File: src/rtl/vga_timing_gen_if.sv
// VGA timing bus: pixel-advance enable in, sync/position/markers out.
// Optional frame_cnt member exists only when VGA_FRAME_COUNT_EN is defined.
interface vga_timing_gen_if;
    logic       en;
    logic       hsync;
    logic       vsync;
    logic       display_on;
    logic [9:0] hpos;
    logic [9:0] vpos;
    logic       line_start;
    logic       frame_start;
`ifdef VGA_FRAME_COUNT_EN
    logic [15:0] frame_cnt;

    modport master (input en, output hsync, vsync, display_on, hpos, vpos,
                    line_start, frame_start, frame_cnt);
    modport slave  (output en, input hsync, vsync, display_on, hpos, vpos,
                    line_start, frame_start, frame_cnt);
`else
    modport master (input en, output hsync, vsync, display_on, hpos, vpos,
                    line_start, frame_start);
    modport slave  (output en, input hsync, vsync, display_on, hpos, vpos,
                    line_start, frame_start);
`endif
endinterface

File: src/rtl/vga_timing_gen.sv
// VGA raster timing generator: pixel/line counters with registered sync and markers.
// Define VGA_FRAME_COUNT_EN to add a 16-bit wrapping frame counter (frame_cnt).
module vga_timing_gen #(
    parameter int unsigned H_DISPLAY   = 640,
    parameter int unsigned H_FRONT     = 16,
    parameter int unsigned H_SYNC      = 96,
    parameter int unsigned H_BACK      = 48,
    parameter int unsigned V_DISPLAY   = 480,
    parameter int unsigned V_FRONT     = 10,
    parameter int unsigned V_SYNC      = 2,
    parameter int unsigned V_BACK      = 33,
    parameter logic        SYNC_ACTIVE = 1'b0
) (
    input  logic             clk,
    input  logic             reset,
    vga_timing_gen_if.master vga
);
    localparam int unsigned POS_W    = 10;
    localparam int unsigned H_TOTAL  = H_DISPLAY + H_FRONT + H_SYNC + H_BACK;
    localparam int unsigned V_TOTAL  = V_DISPLAY + V_FRONT + V_SYNC + V_BACK;
    localparam int unsigned HS_START = H_DISPLAY + H_FRONT;
    localparam int unsigned HS_END   = HS_START + H_SYNC - 1;
    localparam int unsigned VS_START = V_DISPLAY + V_FRONT;
    localparam int unsigned VS_END   = VS_START + V_SYNC - 1;

    logic [POS_W-1:0] hpos_q, vpos_q;
    logic [POS_W-1:0] h_nxt_c, v_nxt_c;
    logic             h_wrap_c;
    logic             hs_c, vs_c, de_c, ls_c, fs_c;
    logic             hsync_q, vsync_q, de_q, ls_q, fs_q;

    // Next raster position; outputs are decoded from it so they land with the counters.
    always_comb begin
        h_wrap_c = (hpos_q >= POS_W'(H_TOTAL - 1));
        h_nxt_c  = h_wrap_c ? '0 : hpos_q + POS_W'(1);
        v_nxt_c  = vpos_q;
        if (h_wrap_c) begin
            v_nxt_c = (vpos_q >= POS_W'(V_TOTAL - 1)) ? '0 : vpos_q + POS_W'(1);
        end
        hs_c = (h_nxt_c >= POS_W'(HS_START)) && (h_nxt_c <= POS_W'(HS_END));
        vs_c = (v_nxt_c >= POS_W'(VS_START)) && (v_nxt_c <= POS_W'(VS_END));
        de_c = (h_nxt_c < POS_W'(H_DISPLAY)) && (v_nxt_c < POS_W'(V_DISPLAY));
        ls_c = (h_nxt_c == '0);
        fs_c = ls_c && (v_nxt_c == '0);
    end

    // Reset parks at the last pixel so the first enabled edge opens frame 0.
    always_ff @(posedge clk or posedge reset) begin
        if (reset) begin
            hpos_q  <= POS_W'(H_TOTAL - 1);
            vpos_q  <= POS_W'(V_TOTAL - 1);
            hsync_q <= ~SYNC_ACTIVE;
            vsync_q <= ~SYNC_ACTIVE;
            de_q    <= 1'b0;
            ls_q    <= 1'b0;
            fs_q    <= 1'b0;
        end else if (vga.en) begin
            hpos_q  <= h_nxt_c;
            vpos_q  <= v_nxt_c;
            hsync_q <= hs_c ? SYNC_ACTIVE : ~SYNC_ACTIVE;
            vsync_q <= vs_c ? SYNC_ACTIVE : ~SYNC_ACTIVE;
            de_q    <= de_c;
            ls_q    <= ls_c;
            fs_q    <= fs_c;
        end
    end

    assign vga.hpos        = hpos_q;
    assign vga.vpos        = vpos_q;
    assign vga.hsync       = hsync_q;
    assign vga.vsync       = vsync_q;
    assign vga.display_on  = de_q;
    assign vga.line_start  = ls_q;
    assign vga.frame_start = fs_q;

`ifdef VGA_FRAME_COUNT_EN
    logic [15:0] frame_cnt_q;

    // Counts edges that open a new frame; wraps naturally at 16 bits.
    always_ff @(posedge clk or posedge reset) begin
        if (reset) begin
            frame_cnt_q <= '0;
        end else if (vga.en && fs_c) begin
            frame_cnt_q <= frame_cnt_q + 16'(1);
        end
    end

    assign vga.frame_cnt = frame_cnt_q;
`endif
endmodule

File: src/flat_wrapper.sv
// flat-port wrapper written by rule: the top's interface ports become plain ports
module vga_timing_gen_flat 
#(
    parameter int unsigned H_DISPLAY   = 640,
    parameter int unsigned H_FRONT     = 16,
    parameter int unsigned H_SYNC      = 96,
    parameter int unsigned H_BACK      = 48,
    parameter int unsigned V_DISPLAY   = 480,
    parameter int unsigned V_FRONT     = 10,
    parameter int unsigned V_SYNC      = 2,
    parameter int unsigned V_BACK      = 33,
    parameter logic        SYNC_ACTIVE = 1'b0
)
  (clk, reset, vga_en, vga_hsync, vga_vsync, vga_display_on, vga_hpos, vga_vpos, vga_line_start, vga_frame_start);
  vga_timing_gen_if vga_i ();
  input  logic clk;
  input  logic reset;
  input wire logic [$bits(vga_i.en)-1:0] vga_en;
  output wire logic [$bits(vga_i.hsync)-1:0] vga_hsync;
  output wire logic [$bits(vga_i.vsync)-1:0] vga_vsync;
  output wire logic [$bits(vga_i.display_on)-1:0] vga_display_on;
  output wire logic [$bits(vga_i.hpos)-1:0] vga_hpos;
  output wire logic [$bits(vga_i.vpos)-1:0] vga_vpos;
  output wire logic [$bits(vga_i.line_start)-1:0] vga_line_start;
  output wire logic [$bits(vga_i.frame_start)-1:0] vga_frame_start;
  assign vga_i.en = vga_en;
  assign vga_hsync = vga_i.hsync;
  assign vga_vsync = vga_i.vsync;
  assign vga_display_on = vga_i.display_on;
  assign vga_hpos = vga_i.hpos;
  assign vga_vpos = vga_i.vpos;
  assign vga_line_start = vga_i.line_start;
  assign vga_frame_start = vga_i.frame_start;
  vga_timing_gen #(.H_DISPLAY(H_DISPLAY), .H_FRONT(H_FRONT), .H_SYNC(H_SYNC), .H_BACK(H_BACK), .V_DISPLAY(V_DISPLAY), .V_FRONT(V_FRONT), .V_SYNC(V_SYNC), .V_BACK(V_BACK), .SYNC_ACTIVE(SYNC_ACTIVE)) u_core (.clk(clk), .reset(reset), .vga(vga_i));
endmodule
File: config.mk
export PLATFORM = sky130hd
export DESIGN_NAME = vga_timing_gen_flat
export DESIGN_NICKNAME = d
export VERILOG_FILES = /design/src/rtl/vga_timing_gen_if.sv /design/src/rtl/vga_timing_gen.sv /design/src/flat_wrapper.sv
export SDC_FILE = /design/constraint.sdc
export NUM_CORES = 1
export LEC_CHECK = 0
export ABC_AREA = 1
export BUFFER_PORTS_ARGS = -buffer_cell sky130_fd_sc_hd__buf_2
export CAP_MARGIN = 40
export CORE_MARGIN = 2
export CORE_UTILIZATION = 61
export CTS_CLUSTER_SIZE = 14
export DETAILED_ROUTE_END_ITERATION = 8
export PLACE_DENSITY_LB_ADDON = 0.25
export SLEW_MARGIN = 20
export SYNTH_ARGS = -nofsm -noshare
export SYNTH_HDL_FRONTEND = slang
export SYNTH_SLANG_ARGS = --single-unit
File: constraint.sdc
create_clock -name clk -period 5.13 [get_ports clk]
set_input_delay 0.513 -clock clk [delete_from_list [all_inputs] [get_ports clk]]
set_output_delay 0.513 -clock clk [all_outputs]
set_load 0.05 [all_outputs]
Yosys cells after proc, flatten, opt, wreduce, memory -nomap -nowiden. Index checks and enable logic that the tools add are counted. Widths: inputs -> output; s select.

Register bits after elaboration: 25. Word-level logic and storage cells: 28.

Add/subtract/negate cells: 2. $lt $le $gt $ge: 8. Multiplexer cells: 5. Reduce and logical (&&, ||, !) cells: 6.

Operators with widths (count): $ge 10x10->1 const B (3); $mux 10 (3); $add 10x1->10 const B (2); $logic_not 10->1 (2); $ge 10x9->1 const B (1); $le 10x10->1 const B (1); $le 10x9->1 const B (1); $lt 10x10->1 const B (1); $lt 10x9->1 const B (1); $logic_and 1x1->1 (4); $mux 1 (2).

Depth between registers and ports, before layout.
Word-level depth: 6. Depth in mapped cells: 14. Mapped depth without buffers: 14.

Least setup slack after synthesis. OpenSTA, ideal clock, no wires.

Kind: register to register. Start: register u_core.hpos_q[1] (netlist: u_core.vga.hpos[1]). End: register u_core.de_q (netlist: u_core.vga.display_on). Setup time: 0.118 ns. Arrival: 1.923 ns. Path slack: 3.089 ns. Stages on the path, launching flop included: 13. Buffers on the path: 1. Period minus slack after synthesis: 2.041 ns. Cells stage by stage: dfstp_2 > ha_1 > nand2_2 > nor2_8 > nor2_4 > nor2_8 > buf_8 > nand2_1 > nand2_1 > nand2_1 > nand3b_1 > nand2_1 > nand2_1.

Word-level cells in the longest chain between the ends: 4. Elaborated cells on any way between the ends: 7. Those cells by class: add/sub: 1; order compare: 3; mux: 2; reduce/logical: 1.

RTL lines: from (decl) (RTL line vga_timing_gen.sv:26) `logic [POS_W-1:0] hpos_q, vpos_q;`; from (signal assigned) (RTL line vga_timing_gen.sv:50) `hpos_q <= POS_W'(H_TOTAL - 1);`; from (signal assigned) (RTL line vga_timing_gen.sv:58) `hpos_q <= h_nxt_c;`; $add 10x1->10 or $ge 10x10->1 (tied branches) (RTL line vga_timing_gen.sv:35, vga_timing_gen.sv:34); $mux 10 (on tied branches) (RTL line vga_timing_gen.sv:35, vga_timing_gen.sv:37); $lt 10x10->1 or $lt 10x9->1 (tied branches) (RTL line vga_timing_gen.sv:42) `de_c = (h_nxt_c < POS_W'(H_DISPLAY)) && (v_nxt_c < POS_W'(V_DISPLAY));`; $logic_and 1x1->1 (*) (RTL line vga_timing_gen.sv:42); to (signal assigned) (RTL line vga_timing_gen.sv:54) `de_q <= 1'b0;`; to (signal assigned) (RTL line vga_timing_gen.sv:62) `de_q <= de_c;`; to (decl) (RTL line vga_timing_gen.sv:30) `logic hsync_q, vsync_q, de_q, ls_q, fs_q;`.

Every way passes the cells marked *; elsewhere a longest branch is shown, timed or not. A chain may end at the register's enable or synchronous reset.

Final worst setup path.
Start: register u_core.hpos_q[1] (netlist: u_core.vga.hpos[1]). End: register u_core.vsync_q (netlist: u_core.vga.vsync).

Word-level cells in the longest chain between the ends: 5. Elaborated cells on any way between the ends: 6. Those cells by class: order compare: 3; mux: 2; reduce/logical: 1.

RTL lines: $ge 10x10->1 (*) (RTL line vga_timing_gen.sv:34) `h_wrap_c = (hpos_q >= POS_W'(H_TOTAL - 1));`; $mux 10 (*) (RTL line vga_timing_gen.sv:37) `if (h_wrap_c) begin`; $ge 10x9->1 or $le 10x9->1 (tied branches) (RTL line vga_timing_gen.sv:41) `vs_c = (v_nxt_c >= POS_W'(VS_START)) && (v_nxt_c <= POS_W'(VS_END));`; $logic_and 1x1->1 (*) (RTL line vga_timing_gen.sv:41); $mux 1 (*) (RTL line vga_timing_gen.sv:61) `vsync_q <= vs_c ? SYNC_ACTIVE : ~SYNC_ACTIVE;`; to (signal assigned) (RTL line vga_timing_gen.sv:53) `vsync_q <= ~SYNC_ACTIVE;`; to (signal assigned) (RTL line vga_timing_gen.sv:61); to (decl) (RTL line vga_timing_gen.sv:30).

Marked as above.

==> summary.txt <==
Status
  • Outcome: finished, violations left
  • Failing checks: design-rule violations

Die
  • # IOs: 28
  • Area of the die: 3470 sq um
  • Row count: 19
  • Chip height: 58.9 um
  • Die W: 58.9 um
  • Core Area: 2810 sq um
  • Initial core utilization: 65.5%

STA
  • Final Setup Violations: 0
  • Setup WS post-layout: 3.06 ns
  • Crit path time final: 2.07 ns
  • Fmax: 0.484 GHz
  • Max-slew violations: 0
  • Max transition margin: 65.8%
  • RSZ-0062 raised after global routing: false
  • Hold Fails Final Rpt: 0
  • Worst-Margin Slew: 0.512 ns
  • Max Clock Skew: 0.00296 ns
  • Fin crit share: 40.3%
  • Setup TNS Final: 0 ns
  • Min Hold Slack: 0.173 ns

Placed design
  • HPWL Detailed: 3140 um
  • DP Worst Slack: 3.10 ns
  • Gpl congestion: 0.908
  • Cell Count Post-Placement: 326
  • Port buffer count: 27

Clock network
  • Worst-Skew Late Latency: 0.33 ns
  • CTS root buf: clkbuf_4
  • Post-CTS resize count: 0
  • Number of setup buffers added after CTS: 0
  • H-Tree Depth: 1
  • Hold Buf Count CTS: 0
  • Total CTS buffers: 3
  • Clk slew on worst S/H paths: 0.15 ns
  • Clk sinks: 25
  • Clock Tree Buf Depth: 2
  • TritonCTS clock tree: yes

Route
  • DRC Markers: 1
  • Via Count: 1770
  • WL/cell: 12.6 um
  • Vias per cell: 5.36
  • Final wirelength: 4160 um
  • Drt first-iter violations: 106
  • Drt first pass iters: 6
  • Post-DRT Antenna Nets: 0

Yosys
  • Yosys cell types: 32
  • Synth Warn #: 0
  • Synth Cell Area: 1840 sq um
  • Post-synthesis sequential area ratio: 34.9%
  • Syn nets: 280
  • Register bit count reported by yosys: 25
  • Avg Synthesized Cell Area: 6.70 sq um
  • Synthesized instance count: 274

Power
  • Internal Pwr Total: 0.000433 W
  • Seq pwr share: 35.5%
  • Comb pwr share: 54.4%
  • Sw Share: 55.3%
  • Pwr Density: 481 nW/um^2
  • Worst vdd ir: 243 uV
  • Clock network fraction of total power: 10.1%
  • NetSw: 0.000534 W
  • Leak: 1.05 nW

Worst setup path
  • Worst path max stage delay: 0.59 ns
  • CP startpoint kind: flop
  • Buf/Inv on CP: 0
  • Crit Path Max Fanout: 14
  • Crit path cell chain: ha_1 > nand2_2 > nor2_8 > nor2_4 > nor2_8 > nor2_1 > a21oi_2 > nand2_1 > nor2_1 > nand2_1 > nor2_1 > nor2_1
  • CP max stage cell: dfstp_2
  • Most used cell along the critical path: nor2_1
  • Worst path top cell family by delay: simple AND/OR/NAND/NOR gates
  • Crit path DAT: 2.35 ns
  • Crit. End Element: flop
  • Crit Path Class: flop to flop
  • Critical Path RT: 5.42 ns

Final layout
  • Multi-input gate area: 1030 sq um
  • Layout Cells excl Fill: 330
  • Fillers: 244
  • Layout Utilization: 71.6%
  • Share of cells above drive strength 1: 20.4%
  • P&R area growth vs syn: 9.40%
  • Final #Nets: 306
  • Antenna Diode Count: 0
  • FF/Latch Area: 641 sq um

Global routing
  • First-pass GRT wire length: 7090 um
  • Vias in the first global route: 1501
  • Total track usage: 26.6%
  • Total grt overflow: 0
  • Largest net degree at the start of global routing: 31
  • Initial antenna violation count: 0

Worst hold path
  • Min-Delay Path Class: primary input to asynchronous set/reset pin

Flow run
  • Max Cap Viol: 0
metal layers:
metal | global-route usage (%) | up-vias | part of all wire (%)
li1 | - | 916 | -
met1 | 41.6 | 784 | 49
met2 | 38.6 | 63 | 43
met3 | 2.86 | 7 | 6.0
met4 | 8.12 | 0 | 1.6
met5 | 0 | - | 0
cells by family after synthesis:
family                   Yosys count  share of synthesized area, %
buffers and inverters             39                          9.06
XOR/XNOR                           1                         0.477
AND/OR/NAND/NOR                  175                          42.6
adder cells (fa/ha/maj)            3                          2.04
flip-flops                        25                          34.9
AO/OA/AOI/OAI                     31                          10.9
power groups by stage:
stage / Combinational [W] / Sequential, W / Clock (W)
after global routing: 0.000577 / 0.000353 / 0.000105
after detailed placement: 0.000523 / 0.000346 / 0
final: 0.000526 / 0.000343 / 0.0000975
after CTS: 0.000526 / 0.000342 / 0.0000990
after global placement: 0.000518 / 0.000345 / 0
after floorplan: 0.000260 / 0.000499 / 0
flip-flops by register name (all words and copies together) (netlist names):
register and flops:
u_core.vga.hpos 10, u_core.vga.line_start 1, u_core.vga.frame_start 1, u_core.vga.vsync 1, u_core.vga.display_on 1, u_core.vga.hsync 1
u_core.vga.vpos 10
final timing paths:
check / from / endpoint / slack (ns) / cells past startpoint
max: u_core.vga.hpos[1]$_DFFE_PP1P_ / u_core.vga.vsync$_DFFE_PP1P_ / 3.06 / 12
min: reset / u_core.vga.vpos[8]$_DFFE_PP0P_ / 0.17 / 2
max reg2reg: u_core.vga.hpos[1]$_DFFE_PP1P_ / u_core.vga.vsync$_DFFE_PP1P_ / 3.06 / 12
min reg2reg: u_core.vga.hsync$_DFFE_PP1P_ / u_core.vga.hsync$_DFFE_PP1P_ / 0.50 / 2
max in group asynchronous: reset / u_core.vga.vpos[9]$_DFFE_PP1P_ / 4.41 / 3
min in group clk: u_core.vga.hsync$_DFFE_PP1P_ / u_core.vga.hsync$_DFFE_PP1P_ / 0.50 / 2
cells in the final DEF, fill, tap and decap left out, types with 2 or more instances in the layout:
| cell | n |
|---|---|
| ha_1 | 3 |
| nor3_1 | 2 |
| clkbuf_4 | 3 |
| dfstp_2 | 12 |
| nand3b_1 | 2 |
| dfrtp_1 | 13 |
| buf_2 | 27 |
| inv_2 | 2 |
| o21bai_1 | 3 |
| nor2_1 | 36 |
| nand3_2 | 2 |
| nand3_1 | 22 |
| inv_1 | 30 |
| nand4_1 | 5 |
| o21a_1 | 2 |
| nand2_2 | 6 |
| nor2_8 | 2 |
| a21oi_1 | 3 |
| nand2_1 | 96 |
| o21ai_0 | 17 |
cell usage after synthesis:
cell      count  area share (%)
nand2_1      96              20
nor2_1       36             7.4
inv_1        30             6.1
nand3_1      22             6.0
o21ai_0      17             4.6
dfrtp_1      13              18
dfstp_2      12              17
nand2_2       6             2.0
nand4_1       5             1.7
a21oi_1       3            0.82
clkbuf_1      3            0.61
ha_1          3             2.0
o21bai_1      3             1.2
inv_2         2            0.41
nand3_2       2             1.1
nand3b_1      2            0.82
nor2_8        2             2.2
nor3_1        2            0.54
o21a_1        2            0.82
a21boi_1      1            0.41
a21oi_2       1            0.48
a31oi_1       1            0.34
buf_1         1            0.20
buf_2         1            0.27
buf_6         1            0.61
buf_8         1            0.82
nand4_2       1            0.68
nor2_4        1            0.61
o21ai_1       1            0.27
o21ai_4       1            0.89
o21bai_4      1             1.0
xor2_1        1            0.48
metrics by stage:
stage	total power (W)	area, sq um
after floorplan	0.000760	1840
after global placement	0.000863	1960
after detailed placement	0.000870	1980
after CTS	0.000968	2010
after global routing	0.00104	2010
final	0.000967	2010
cell type report:
| class | instances | area share, % |
|---|---|---|
| Timing Repair Buffer | 28 | 7.47 |
| Inverter | 32 | 5.98 |
| Multi-Input combinational cell | 210 | 51.2 |
| Clock buffer | 3 | 1.12 |
| Sequential cell | 25 | 31.9 |
| Tap cell | 31 | 1.93 |
| Clock inverter | 1 | 0.374 |
Power figures use the tool's default switching activity.
